### config.mk
export PLATFORM = sky130hd
export DESIGN_NAME = input_block_packer_flat
export DESIGN_NICKNAME = d
export VERILOG_FILES = /design/src/rtl/des_pkg.sv /design/src/rtl/input_block_packer_if.sv /design/src/rtl/input_block_packer.sv /design/src/flat_wrapper.sv
export SDC_FILE = /design/constraint.sdc
export NUM_CORES = 1
export LEC_CHECK = 0
export ABC_AREA = 1
export CORE_ASPECT_RATIO = 1.5
export CORE_MARGIN = 10
export CORE_UTILIZATION = 30
export DETAILED_ROUTE_END_ITERATION = 16
export GPL_TIMING_DRIVEN = 0
export SETUP_SLACK_MARGIN = 0.5
export SLEW_MARGIN = 10
export SYNTH_ARGS = -nofsm -noshare
export SYNTH_HDL_FRONTEND = slang
export SYNTH_SLANG_ARGS = --single-unit
### constraint.sdc
create_clock -name clk -period 4.12 [get_ports clk]
set_input_delay 0.824 -clock clk [delete_from_list [all_inputs] [get_ports clk]]
set_output_delay 0.824 -clock clk [all_outputs]
set_load 0.01 [all_outputs]
### src/rtl/des_pkg.sv
// Shared Triple DES definitions: block and byte widths, the block type,
// and the state type for the input block packer.
package des_pkg;

    localparam int BLOCK_W = 64;
    localparam int BYTE_W  = 8;

    typedef logic [BLOCK_W-1:0] des_block_t;

    typedef enum logic {
        COLLECT = 1'b0,
        FULL    = 1'b1
    } pack_state_t;

endpackage

### src/rtl/input_block_packer_if.sv
// Byte-in / block-out bundle of the input block packer.
// The slave modport is the packer; the master modport is its environment.
interface input_block_packer_if #(
    parameter int BYTE_W          = 8,
    parameter int BYTES_PER_BLOCK = 8,
    parameter int CNT_W           = $clog2(BYTES_PER_BLOCK) + 1
);

    logic [BYTE_W-1:0]                 rx_data;
    logic                              rx_valid;
    logic                              rx_ready;
    logic                              frame_abort;
    logic                              clear_err;
    logic [BYTE_W*BYTES_PER_BLOCK-1:0] block_data;
    logic                              block_valid;
    logic                              block_ready;
    logic [CNT_W-1:0]                  byte_count;
    logic                              overrun;

    modport slave (
        input  rx_data, rx_valid, frame_abort, clear_err, block_ready,
        output rx_ready, block_data, block_valid, byte_count, overrun
    );

    modport master (
        output rx_data, rx_valid, frame_abort, clear_err, block_ready,
        input  rx_ready, block_data, block_valid, byte_count, overrun
    );

endinterface

### src/rtl/input_block_packer.sv
// Packs bytes from the I2C slave receive path into one block for the
// Triple DES datapath. The first byte received lands in the MSBs. A completed
// block is held until the consumer takes it; bytes arriving while the block
// is held and not being taken are dropped and flagged as an overrun.
module input_block_packer
    import des_pkg::pack_state_t, des_pkg::COLLECT, des_pkg::FULL;
#(
    parameter int BYTE_W          = 8,
    parameter int BYTES_PER_BLOCK = 8,
    parameter int CNT_W           = $clog2(BYTES_PER_BLOCK) + 1
) (
    input  logic                  clk,
    input  logic                  rst,
    input_block_packer_if.slave   bus
);

    localparam int BLK_W = BYTE_W * BYTES_PER_BLOCK;
    localparam logic [CNT_W-1:0] CNT_LAST = CNT_W'(BYTES_PER_BLOCK - 1);

    pack_state_t       state_reg, state_next;
    logic [BLK_W-1:0]  shreg_reg, shreg_next;
    logic [BLK_W-1:0]  block_reg, block_next;
    logic              valid_reg, valid_next;
    logic [CNT_W-1:0]  cnt_reg, cnt_next;
    logic              ovr_reg, ovr_next;
    logic              dropped;
    logic [BLK_W-1:0]  shift_in;
    logic [BLK_W-1:0]  first_byte;

    // Partial block shifted up one byte lane with the new byte in the LSBs;
    // written per lane so a single-byte block needs no special slicing.
    generate
        for (genvar gi = 0; gi < BYTES_PER_BLOCK; gi++) begin : g_lane
            if (gi == 0) begin : g_first
                assign shift_in[BYTE_W-1:0] = bus.rx_data;
            end else begin : g_rest
                assign shift_in[gi*BYTE_W +: BYTE_W] = shreg_reg[(gi-1)*BYTE_W +: BYTE_W];
            end
        end
    endgenerate

    assign first_byte = BLK_W'(bus.rx_data);

    // A held block frees the byte path only in the cycle it is being consumed.
    assign bus.rx_ready = (state_reg == COLLECT) | bus.block_ready;

    // Next-state logic for the collector, the held block and the error flag.
    always_comb begin
        state_next = state_reg;
        shreg_next = shreg_reg;
        block_next = block_reg;
        valid_next = valid_reg;
        cnt_next   = cnt_reg;
        dropped    = 1'b0;
        case (state_reg)
            COLLECT: begin
                if (bus.frame_abort) begin
                    shreg_next = '0;
                    cnt_next   = '0;
                end else if (bus.rx_valid) begin
                    shreg_next = shift_in;
                    cnt_next   = cnt_reg + 1'b1;
                    if (cnt_reg == CNT_LAST) begin
                        block_next = shift_in;
                        valid_next = 1'b1;
                        state_next = FULL;
                    end
                end
            end
            FULL: begin
                if (bus.block_ready) begin
                    state_next = COLLECT;
                    valid_next = 1'b0;
                    shreg_next = '0;
                    cnt_next   = '0;
                    // A byte arriving during handoff starts the next block.
                    if (bus.rx_valid && !bus.frame_abort) begin
                        shreg_next = first_byte;
                        cnt_next   = CNT_W'(1);
                        if (BYTES_PER_BLOCK == 1) begin
                            block_next = first_byte;
                            valid_next = 1'b1;
                            state_next = FULL;
                        end
                    end
                end else if (bus.rx_valid) begin
                    dropped = 1'b1;
                end
            end
            default: state_next = COLLECT;
        endcase
        // Sticky; a new drop beats a simultaneous clear.
        ovr_next = dropped | (ovr_reg & ~bus.clear_err);
    end

    // State and output registers.
    always_ff @(posedge clk) begin
        if (rst) begin
            state_reg <= COLLECT;
            shreg_reg <= '0;
            block_reg <= '0;
            valid_reg <= 1'b0;
            cnt_reg   <= '0;
            ovr_reg   <= 1'b0;
        end else begin
            state_reg <= state_next;
            shreg_reg <= shreg_next;
            block_reg <= block_next;
            valid_reg <= valid_next;
            cnt_reg   <= cnt_next;
            ovr_reg   <= ovr_next;
        end
    end

    assign bus.block_data  = block_reg;
    assign bus.block_valid = valid_reg;
    assign bus.byte_count  = cnt_reg;
    assign bus.overrun     = ovr_reg;

endmodule

### src/flat_wrapper.sv
// flat-port wrapper written by rule: the top's interface ports become plain ports
module input_block_packer_flat import des_pkg::pack_state_t, des_pkg::COLLECT, des_pkg::FULL;
#(
    parameter int BYTE_W          = 8,
    parameter int BYTES_PER_BLOCK = 8,
    parameter int CNT_W           = $clog2(BYTES_PER_BLOCK) + 1
)
  (clk, rst, bus_rx_data, bus_rx_valid, bus_frame_abort, bus_clear_err, bus_block_ready, bus_rx_ready, bus_block_data, bus_block_valid, bus_byte_count, bus_overrun);
  input_block_packer_if #(.BYTE_W(BYTE_W), .BYTES_PER_BLOCK(BYTES_PER_BLOCK), .CNT_W(CNT_W)) bus_i ();
  input  logic clk;
  input  logic rst;
  input wire logic [$bits(bus_i.rx_data)-1:0] bus_rx_data;
  input wire logic [$bits(bus_i.rx_valid)-1:0] bus_rx_valid;
  input wire logic [$bits(bus_i.frame_abort)-1:0] bus_frame_abort;
  input wire logic [$bits(bus_i.clear_err)-1:0] bus_clear_err;
  input wire logic [$bits(bus_i.block_ready)-1:0] bus_block_ready;
  output wire logic [$bits(bus_i.rx_ready)-1:0] bus_rx_ready;
  output wire logic [$bits(bus_i.block_data)-1:0] bus_block_data;
  output wire logic [$bits(bus_i.block_valid)-1:0] bus_block_valid;
  output wire logic [$bits(bus_i.byte_count)-1:0] bus_byte_count;
  output wire logic [$bits(bus_i.overrun)-1:0] bus_overrun;
  assign bus_i.rx_data = bus_rx_data;
  assign bus_i.rx_valid = bus_rx_valid;
  assign bus_i.frame_abort = bus_frame_abort;
  assign bus_i.clear_err = bus_clear_err;
  assign bus_i.block_ready = bus_block_ready;
  assign bus_rx_ready = bus_i.rx_ready;
  assign bus_block_data = bus_i.block_data;
  assign bus_block_valid = bus_i.block_valid;
  assign bus_byte_count = bus_i.byte_count;
  assign bus_overrun = bus_i.overrun;
  input_block_packer #(.BYTE_W(BYTE_W), .BYTES_PER_BLOCK(BYTES_PER_BLOCK), .CNT_W(CNT_W)) u_core (.clk(clk), .rst(rst), .bus(bus_i));
endmodule
* Word-level counts from Yosys, hierarchy flattened
Index checks and enable logic that the tools add are counted.
** Word-level totals
- Bits in registers :: 127
- Bits of input ports :: 14
- Output and inout bits :: 71
- Word-level logic and storage cells :: 47
** Cells by class
- $add $sub $neg :: 1
- Equality and inequality tests :: 6
- Muxes and demuxes :: 23
- Bitwise logic cells :: 6
- Reductions and logical operators :: 5
** Operator list (count)
- two-way mux 56 bit :: 3
- case mux 56 bit (2 select lines) :: 1
- two-way mux 1 bit :: 12
- two-way mux 4 bit :: 3
- two-way mux 8 bit :: 1
- inequality test 2 bit (second input constant) :: 4
- case mux 4 bit (2 select lines) :: 1
- AND reduction 4 bit :: 2
- adder 4 x 1 -> 4 bit (second input constant) :: 1
- equality test 4 x 3 -> 1 bit (second input constant) :: 1
- case mux 1 bit (2 select lines) :: 2
- inequality test 3 bit (second input constant) :: 1
- inverter 1 bit :: 3
- OR 1 bit :: 2
- AND reduction 2 bit :: 1
- bitwise AND 1 bit :: 1
- logical AND 1 bit :: 1
- zero test 1 bit :: 1

* Logic depth before layout (Yosys ltp)
- Depth in word-level cells :: 5
- Mapped depth :: 8
- Gate-level depth less buffers :: 6

* Least setup slack after synthesis
No wires, ideal clock.
- Path kind :: input port to output port
- Start point :: input bus_block_ready
- End point :: output bus_rx_ready
- Data arrival time :: 1017 ps
- Setup slack :: 2279 ps
- Stages on the path :: 2
- Path buffers :: 0
- Path through :: inv_1 > nand2_1
** On the way
- Word-level cells in the longest chain between the ends :: 1
** RTL lines
- start, declared :: line flat_wrapper.sv:16 : input wire logic [$bits(bus_i.block_ready)-1:0] bus_block_ready;
- OR 1 bit :: line input_block_packer.sv:45 : assign bus.rx_ready = (state_reg == COLLECT) | bus.block_ready;
- end, declared :: line flat_wrapper.sv:17 : output wire logic [$bits(bus_i.rx_ready)-1:0] bus_rx_ready;
No other way between the ends.

* Worst setup path after layout
Ends and elaborated chain as after synthesis.

==> key figures <==
Run status
  – Status: finished clean

GRT
  – GRT Total Usage: 0.134
  – Largest net degree at the start of global routing: 17
  – First-pass GRT wire length: 22.9 mm
  – Initial antenna violation count: 0
  – Vias in the first global route: 4,352
  – Grt ovf: 0

Final layout
  – Non-filler cells, final: 964
  – Share of layout cells above drive strength 1: 0.0788
  – N_diodes: 0
  – Post-route cell area: 6520 sq um
  – Fill count: 1,657
  – P&R area growth vs syn: 34.9%
  – Fin nets: 763
  – Largest register FFs: 64

Timing
  – # setup viols final: 0
  – Tmin final: 3.02 ns
  – RSZ-0062 raised after global routing: no
  – Hold_ws: 0.460 ns
  – Final number of max-transition violations: 0
  – Worst slew pin tran: 0.565 ns
  – Final Hold Vio Count: 0
  – Slew margin rel.: 0.623
  – Setup TNS: 0 ns
  – Tcrit/Tclk final: 0.733
  – Maximum clock rate: 331 MHz
  – Clock Skew: 0.0110 ns

Detailed routing
  – Antenna Violating Nets Remaining: 0
  – Drt drc: 0
  – Routed WL: 14.4 mm
  – Initial DRC count: 246
  – Via density: 4.60
  – Wire length per cell: 14.9 um
  – First-pass DRT Iterations: 5
  – Via Count: 4,434

Synth
  – Post-synth cell types: 18
  – Ys Warns: 0
  – Synth Instances: 646
  – Post-Syn Area: 4840 sq um
  – Post-Synthesis Net Count: 661
  – Syn Area/Cell: 7.49 sq um
  – #FFs+latches synth: 127
  – Sequential fraction of the synthesis area: 0.526

Worst setup path
  – Worst path bufs/invs: 3
  – Worst path cell trace: clkdlybuf4s50_1 -> inv_1 -> nand2_1 -> clkdlybuf4s50_1
  – Crit path max-delay family: buffers and inverters
  – Nature of the critical path startpoint: input pin
  – Crit-path most repeated cell: clkdlybuf4s50_1
  – Max Fanout on Critical Path: 6
  – Worst Path Arrival: 2.19 ns
  – Worst Setup End Kind: output pin
  – Critical path's slowest cell: clkdlybuf4s50_1
  – CP required: 3.30 ns
  – Crit path largest cell delay: 0.60 ns
  – Setup CP Type: in -> out

Place
  – IO buf count: 83
  – Final GP Congestion: 0.809
  – Placed cell area: 5920 sq um
  – Placed insts: 932
  – Post-DP HPWL: 10.7 mm

Floorplan
  – Core Region: 15,800 sq um
  – Rows: 56
  – Die Span Y: 175 um
  – Die area: 21,700 sq um
  – Initial Utilization: 0.307
  – I/O pin total: 85
  – Die Wd: 124 um

Pwr
  – Leakage power: 2.35 nW
  – Maximum vdd drop: 213 uV
  – Sequential Power Share: 0.432
  – Cell-internal power: 2.27 mW
  – Switching Share: 0.223
  – Combinational Power Share: 0.047
  – Total chip power: 2.92 mW
  – PwrDens: 449 nW/um^2
  – Net Switching: 0.654 mW
  – Clock network power share: 0.521

Clocking
  – Clock slew at reported path FFs: 0.05 ns
  – Post-CTS Setup Bufs: 0
  – CTS sink cnt: 127
  – Root buffer cell: clkbuf_16
  – Max H-tree Level: 4
  – CTS resizes: 0
  – CTS tree: yes
  – CTS Buf Count: 17
  – CTS Hold Buffers Added: 0
  – Clock buffer depth: 2
  – Skew-Pair Late Insertion Delay: 0.42 ns

Job
  – Max cap viols: 0

Hold path
  – Hold Crit Class: reg -> reg
==> stage by stage <==
step / setup WS (ns) / util
after floorplan: 2.28 / -
after global placement: 1.09 / 0.376
after detailed placement: 1.11 / 0.376
after CTS: 1.09 / 0.414
after global routing: 1.04 / 0.414
final: 1.10 / 0.414
==> final timing paths <==
kind | start | endpoint | slack [ns] | depth (start not counted)
hold / removal | u_core.bus.block_data[28]$_SDFFE_PP0P_ | u_core.bus.block_data[28]$_SDFFE_PP0P_ | 0.46 | 2
setup reg to reg | u_core.bus.byte_count[0]$_SDFFE_PP0P_ | u_core.bus.block_data[4]$_SDFFE_PP0P_ | 2.31 | 8
setup / recovery | bus_block_ready | bus_rx_ready | 1.10 | 4
hold reg to reg | u_core.bus.block_data[28]$_SDFFE_PP0P_ | u_core.bus.block_data[28]$_SDFFE_PP0P_ | 0.46 | 2
==> cells by family after synthesis <==
family	after synthesis	share of synthesized area
compound gates	120	0.125
fa+ha+maj	1	0.00259
buf+inv	80	0.0719
flops	127	0.526
simple gates	318	0.275
==> Yosys cell counts (all sizes together) <==
cell type | number | area, sq um
a21oi | 118 | 594
buf | 29 | 156
clkbuf | 18 | 67.6
dfxtp | 127 | 2540
ha | 1 | 12.5
inv | 33 | 124
nand2 | 203 | 764
nand3 | 53 | 265
nand4 | 17 | 106
nor2 | 45 | 191
o21ai | 1 | 5.00
o22ai | 1 | 6.26
==> worst register-to-register path, delay by kind of cell, from the launching register on <==
kind | cells | cell delay, ns
compound gates | 1 | 0.07
fa+ha+maj | 1 | 0.24
buf+inv | 3 | 0.60
flops | 1 | 0.44
simple gates | 3 | 0.34
==> per-layer routing <==
layer | global-route usage | vias to the layer above | wire length (um)
met5 | 0 | - | 0
met4 | 0.0570 | 0 | 276
met3 | 0.0327 | 18 | 800
met2 | 0.237 | 88 | 7620
met1 | 0.147 | 2029 | 5690
li1 | - | 2299 | -
==> layout make-up <==
| cell class | count | area, sq um | share of cell area |
|---|---|---|---|
| sequential | 127 | 2540 | 0.390 |
| multi-input combinational | 439 | 1950 | 0.298 |
| timing repair buffer | 83 | 831 | 0.127 |
| clock buffer | 22 | 464 | 0.0712 |
| tap | 203 | 254 | 0.0389 |
| buffer | 47 | 224 | 0.0343 |
| clock inverter | 10 | 136 | 0.0209 |
| inverter | 33 | 124 | 0.0190 |
==> power by group through the flow <==
stage | logic (mW) | registers [mW] | clock network (mW)
floorplan | 0.0896 | 1.28 | 0
global placement | 0.136 | 1.29 | 0
detailed placement | 0.137 | 1.29 | 0
CTS | 0.138 | 1.26 | 1.54
global route | 0.155 | 1.27 | 1.60
finish | 0.137 | 1.26 | 1.52
==> layout by cell type, fill, tap and decap left out <==
master | synthesis | final
inv_1 | 31 | 31
a21oi_2 | 1 | 1
dfxtp_1 | 127 | 127
bufinv_16 | 0 | 3
clkbuf_1 | 18 | 21
clkdlybuf4s50_1 | 0 | 83
o21ai_0 | 1 | 1
clkinv_4 | 0 | 1
nand2_2 | 1 | 1
buf_2 | 17 | 17
buf_1 | 5 | 5
nand4_1 | 17 | 17
clkinv_2 | 0 | 3
nor2_4 | 3 | 3
inv_2 | 2 | 2
clkinvlp_4 | 0 | 3
nor2_1 | 42 | 42
nand3_1 | 53 | 53
buf_4 | 7 | 7
clkbuf_8 | 0 | 2
o22ai_1 | 1 | 1
ha_1 | 1 | 1
a21oi_1 | 117 | 117
nand2_1 | 202 | 202
clkbuf_16 | 0 | 17
Power figures use the tool's default switching activity.
==> RTL edit 1, RTL diff (same flow settings) <==
`shreg_reg` no longer has a reset.
--- a/src/rtl/input_block_packer.sv
+++ b/src/rtl/input_block_packer.sv
@@ -97,19 +97,21 @@
     always_ff @(posedge clk) begin
         if (rst) begin
             state_reg <= COLLECT;
-            shreg_reg <= '0;
             block_reg <= '0;
             valid_reg <= 1'b0;
             cnt_reg   <= '0;
             ovr_reg   <= 1'b0;
         end else begin
             state_reg <= state_next;
-            shreg_reg <= shreg_next;
             block_reg <= block_next;
             valid_reg <= valid_next;
             cnt_reg   <= cnt_next;
             ovr_reg   <= ovr_next;
         end
+    end
+
+    always_ff @(posedge clk) begin
+        shreg_reg <= shreg_next;
     end
 
     assign bus.block_data  = block_reg;
Formal check against the unedited RTL: no difference found for any inputs over 4 cycles, from zero or initial values and one cycle with rst high; that may be too few to reach the edited logic, so the function may still have changed.
==> RTL edit 1 against the original RTL <==
Critical path type unchanged; sequential power is 9.5% higher; synthesized area is 1.2% higher; cell area is 1.6% higher; sequential cell count stayed put; count of clock-buffer cells in the layout is 1 higher; worst setup slack better by 0.057 ns; global-route usage is 3.0 points lower; wire length is 20% lower; total power is 4.1% higher; combinational power is 6% lower; sequential share of layout area is 7.9 points higher; cell count is 6.3% lower; via count is 16% lower.
==> RTL edit 1: results (changes against the original RTL) <==
| Metric | Value |
|---|---|
| Status | finished, final reports clean |
| Rel. slew slack | 0.513 (-0.111) |
| Place WS | 1.16 ns (+0.0492 ns) |
| Post-synth ARST share | 0 (unchanged) |
| Layout net count | 699 (-8.4%) |
| Seq/Total Area, Yosys | 0.634 (+0.108) |
| Pin count of the biggest net entering global routing | 31 (+14) |
| Leak | 2.74 nW (+17%) |
| First DRT Iteration DRCs | 138 (-44%) |
| Global-route wire length before repair | 18.2 mm (-21%) |
| DP Area | 6010 sq um (+1.5%) |
| Reg clk slew, reported paths | 0.06 ns |
| Routed vias/inst | 4.10 (-11%) |
| Clock Latency Late Sink | 0.41 ns |
| CP Data Arrival Time | 2.14 ns (-0.05 ns) |
| GP Congestion | 0.765 (-5.5%) |
| Clock buffer depth | 2 (unchanged) |
| Number of diodes | 0 (unchanged) |
| IR drop worst, VDD | 0.000227 V (+6.4%) |
| Top cells by count, synth | 195 x nor2_1, 142 x nand2_1, 75 x inv_1, 71 x dfxtp_1, 56 x edfxtp_1 |
| CTS buffer count | 17 (unchanged) |
| Xor-xnor portion of the synthesized cell area | 0 (unchanged) |
| Largest register FFs | 64 (unchanged) |
| Adder-Cell Fraction of Synth Area | 0.00256 (-0.0000304) |
| Syn_area_per_cell | 8.44 sq um (+13%) |
| Multiplexer share of the synthesized area | 0 (unchanged) |
| Slowest Stage Delay on Critical Path | 0.59 ns |
| Synth unique cells | 17 (-1) |
| Final Cell Area | 6620 sq um (+1.6%) |
| Final Max Slew Viols | 0 (unchanged) |
| Routed WL | 11.6 mm (-20%) |
| Area contributors post-synth | edfxtp_1 34%, dfxtp_1 29%, nor2_1 15% |
| Layout cells sized above 1 | 0.0818 (+0.00294) |
| Post-synthesis compound-gate area fraction | 0.00639 (-0.119) |
| CP max-delay cell | clkdlybuf4s50_1 |
| Synth warn | 0 (unchanged) |
| Global-route usage over all layers | 0.105 (-0.0296) |
| Cts repair resizes | 0 (unchanged) |
| DP HPWL | 8.59 mm (-20%) |
| IO buf count | 84 (+1.2%) |
| Cells after DPL | 871 (-6.5%) |
| TritonRoute pass-1 iters | 5 (unchanged) |
| Clock skew | 0.0112 ns (+0.000197 ns) |
| Post-synth EDFFs | 56 (+56) |
| Worst Path Max Fanout | 7 (+1) |
| Vias in the first global route | 3573 (-18%) |
| Most frequent cell after synthesis | nor2_1 |
| Fill cells | 1670 (+0.78%) |
| Vias | 3704 (-16%) |
| Syn nets | 595 (-10%) |
| Setup Buffers After CTS | 0 (unchanged) |
==> RTL edit 1: worst max-delay path: cells and delay by family <==
family | cells | cell delay (ns)
buf+inv | 3 | 1.12
simple gates | 1 | 0.19
==> RTL edit 1: routing by layer <==
metal / vias up / track usage / wire (microns)
li1: 1936 / - / -
met1: 1679 / 0.102 / 4360
met2: 73 / 0.196 / 6440
met3: 16 / 0.0339 / 568
met4: 0 / 0.0467 / 190
met5: - / 0 / 0
==> RTL edit 1: cell type report <==
type | count | share of cell area
clock inverter | 9 | 0.0153
tap | 206 | 0.0389
clock buffer | 23 | 0.0771
buffer | 26 | 0.0230
timing repair buffer | 85 | 0.130
multi-input combinational | 351 | 0.204
inverter | 76 | 0.0431
sequential | 127 | 0.468
==> RTL edit 1: path summary, 6_finish.rpt <==
path,start,cells past startpoint,to,slack [ns]
worst max-delay path,bus_block_ready,4,bus_rx_ready,1.16
worst min-delay path,u_core.bus.block_data[20]$_SDFFE_PP0P_,2,u_core.bus.block_data[20]$_SDFFE_PP0P_,0.48
worst max register to register,u_core.state_reg$_SDFF_PP0_,5,u_core.shreg_reg[50]$_SDFFCE_PP0P_,2.28
worst min register to register,u_core.bus.block_data[20]$_SDFFE_PP0P_,2,u_core.bus.block_data[20]$_SDFFE_PP0P_,0.48
==> RTL edit 1: logic make-up after synthesis <==
kind of cell             Yosys count
AND/OR/NAND/NOR                  344
flip-flops                       127
buffers and inverters            102
AO/OA/AOI/OAI                      6
adder cells (fa/ha/maj)            1
==> RTL edit 1: power by group <==
group | internal (mW) | switching (mW) | leakage (nW) | total [mW]
Combinational | 0.0420 | 0.0868 | 1.25 | 0.129
Sequential | 1.37 | 0.0133 | 1.18 | 1.38
Clock | 0.993 | 0.542 | 0.308 | 1.53
==> RTL edit 2, RTL diff (same settings) <==
Made on the original files. `BYTE_W` is set to 8 in 4 places; all go to 6.
--- a/src/rtl/des_pkg.sv
+++ b/src/rtl/des_pkg.sv
@@ -3,7 +3,7 @@
 package des_pkg;
 
     localparam int BLOCK_W = 64;
-    localparam int BYTE_W  = 8;
+    localparam int BYTE_W  = 6;
 
     typedef logic [BLOCK_W-1:0] des_block_t;
 
--- a/src/rtl/input_block_packer_if.sv
+++ b/src/rtl/input_block_packer_if.sv
@@ -1,7 +1,7 @@
 // Byte-in / block-out bundle of the input block packer.
 // The slave modport is the packer; the master modport is its environment.
 interface input_block_packer_if #(
-    parameter int BYTE_W          = 8,
+    parameter int BYTE_W          = 6,
     parameter int BYTES_PER_BLOCK = 8,
     parameter int CNT_W           = $clog2(BYTES_PER_BLOCK) + 1
 );
--- a/src/rtl/input_block_packer.sv
+++ b/src/rtl/input_block_packer.sv
@@ -5,7 +5,7 @@
 module input_block_packer
     import des_pkg::pack_state_t, des_pkg::COLLECT, des_pkg::FULL;
 #(
-    parameter int BYTE_W          = 8,
+    parameter int BYTE_W          = 6,
     parameter int BYTES_PER_BLOCK = 8,
     parameter int CNT_W           = $clog2(BYTES_PER_BLOCK) + 1
 ) (
--- a/src/flat_wrapper.sv
+++ b/src/flat_wrapper.sv
@@ -1,7 +1,7 @@
 // flat-port wrapper written by rule: the top's interface ports become plain ports
 module input_block_packer_flat import des_pkg::pack_state_t, des_pkg::COLLECT, des_pkg::FULL;
 #(
-    parameter int BYTE_W          = 8,
+    parameter int BYTE_W          = 6,
     parameter int BYTES_PER_BLOCK = 8,
     parameter int CNT_W           = $clog2(BYTES_PER_BLOCK) + 1
 )
Ports: changed (resized bus_block_data and bus_rx_data); port bits go from 85 to 67. The function was not compared with the original's and may differ.
==> RTL edit 2 against the original RTL <==
Cell area fell by 26%; global-route usage shrank 1.2 points; total power shrank 36%; via count shrank 25%; sequential cell count down 30; wire length is 30% lower; sequential power decreased by 24%; synthesized area is 24% lower; worst setup slack gained 0.10 ns.
==> RTL edit 2: results (changes against the original RTL) <==
| Metric | Value |
|---|---|
| Cells after DPL | 699 (-25%) |
| Clock Latency Late Sink | 0.35 ns (-0.07 ns) |
| Xor-xnor portion of the synthesized cell area | 0 (unchanged) |
| CP Data Arrival Time | 2.09 ns (-0.10 ns) |
| First DRT Iteration DRCs | 129 (-48%) |
| Status | finished, final reports clean |
| IO buf count | 66 (-20%) |
| TritonRoute pass-1 iters | 4 (-1) |
| Worst min-delay path endpoint | u_core.bus.block_data[16]$_SDFFE_PP0P_ |
| Layout cells sized above 1 | 0.0819 (+0.00301) |
| Final Util | 0.401 (-0.0125) |
| Pin count of the biggest net entering global routing | 16 (-1) |
| Global-route usage over all layers | 0.122 (-0.0118) |
| Synth unique cells | 19 (+1) |
| Worst reg2reg setup slack | 2.33 ns (+0.02 ns) |
| Seq/Total Area, Yosys | 0.528 (+0.00269) |
| GP Congestion | 0.838 (+3.5%) |
| Layout net count | 570 (-25%) |
| Top cells by count, synth | 154 x nand2_1, 97 x dfxtp_1, 90 x a21oi_1, 44 x nand3_1, 25 x nor2_1 |
| Vias in the first global route | 3247 (-25%) |
| Min-delay src | u_core.bus.block_data[16]$_SDFFE_PP0P_ |
| DP HPWL | 7.71 mm (-28%) |
| R2R cell count | 6 (-2) |
| Reg-to-reg endpoint | u_core.bus.block_data[40]$_SDFFE_PP0P_ |
| Vias | 3345 (-25%) |
| Measured slew at the worst slew-check pin | 0.550 ns (-0.0150 ns) |
| Non-Filler Instances | 715 (-26%) |
| H-tree Lvls | 3 (-1) |
| Hold WS | 0.464 ns (+0.00409 ns) |
| Adder-Cell Fraction of Synth Area | 0.00340 (+0.000818) |
| Routed WL | 10.1 mm (-30%) |
| IR drop worst, VDD | 0.000200 V (-6.1%) |
| Clock skew | 0.00786 ns (-0.00316 ns) |
| Largest register FFs | 48 (-25%) |
| Place WS | 1.19 ns (+0.0831 ns) |
## RTL edit 2: cell types whose count changed after synthesis, moves of 4 or more
cell / delta
a21oi_1: -27
nor2_1: -17
buf_6: +4
nand3_1: -9
dfxtp_1: -30
buf_1: -5
buf_4: -6
inv_1: -14
nand4_1: -8
nand2_1: -48
clkbuf_1: -7
## RTL edit 2: final cells by class
cell class              instances  area share
multi-input cells             331       0.308
inverters                      19      0.0148
well taps                     153      0.0397
clock buffers                  13      0.0561
repair buffers                 66       0.137
flip-flops and latches         97       0.403
clock inverters                 3     0.00493
plain buffers                  33      0.0371
## RTL edit 2: layer usage
layer  part of all wire  track usage  vias to the layer above
met5                  0            0                        -
met4              0.021       0.0540                        0
met1               0.41        0.133                     1547
met3              0.048       0.0327                       13
li1                   -            -                     1719
met2               0.53        0.214                       66
## RTL edit 2: report_power, final
part           switching, mW  internal, mW  leakage [nW]  total [mW]
Sequential            0.0102         0.947         0.784       0.958
Combinational         0.0618        0.0336         0.770      0.0954
Clock                  0.346         0.460         0.138       0.806
Total                  0.418          1.44          1.69        1.86
## RTL edit 2: critical path: cells and delay by family
kind | cells | cell delay (ns)
simple gates | 1 | 0.15
buf+inv | 3 | 1.11
## RTL edit 2: worst max-delay path by stage
stage | endpoint | slack (ns) | start | cells past startpoint
2_1_floorplan | bus_rx_ready | 2.32 | bus_block_ready | 2
6_report | bus_rx_ready | 1.21 | bus_block_ready | 4
5_1_grt | bus_rx_ready | 1.17 | bus_block_ready | 4
3_5_place_dp | bus_rx_ready | 1.19 | bus_block_ready | 4
4_1_cts | bus_rx_ready | 1.19 | bus_block_ready | 4
3_3_place_gp | bus_rx_ready | 1.18 | bus_block_ready | 4
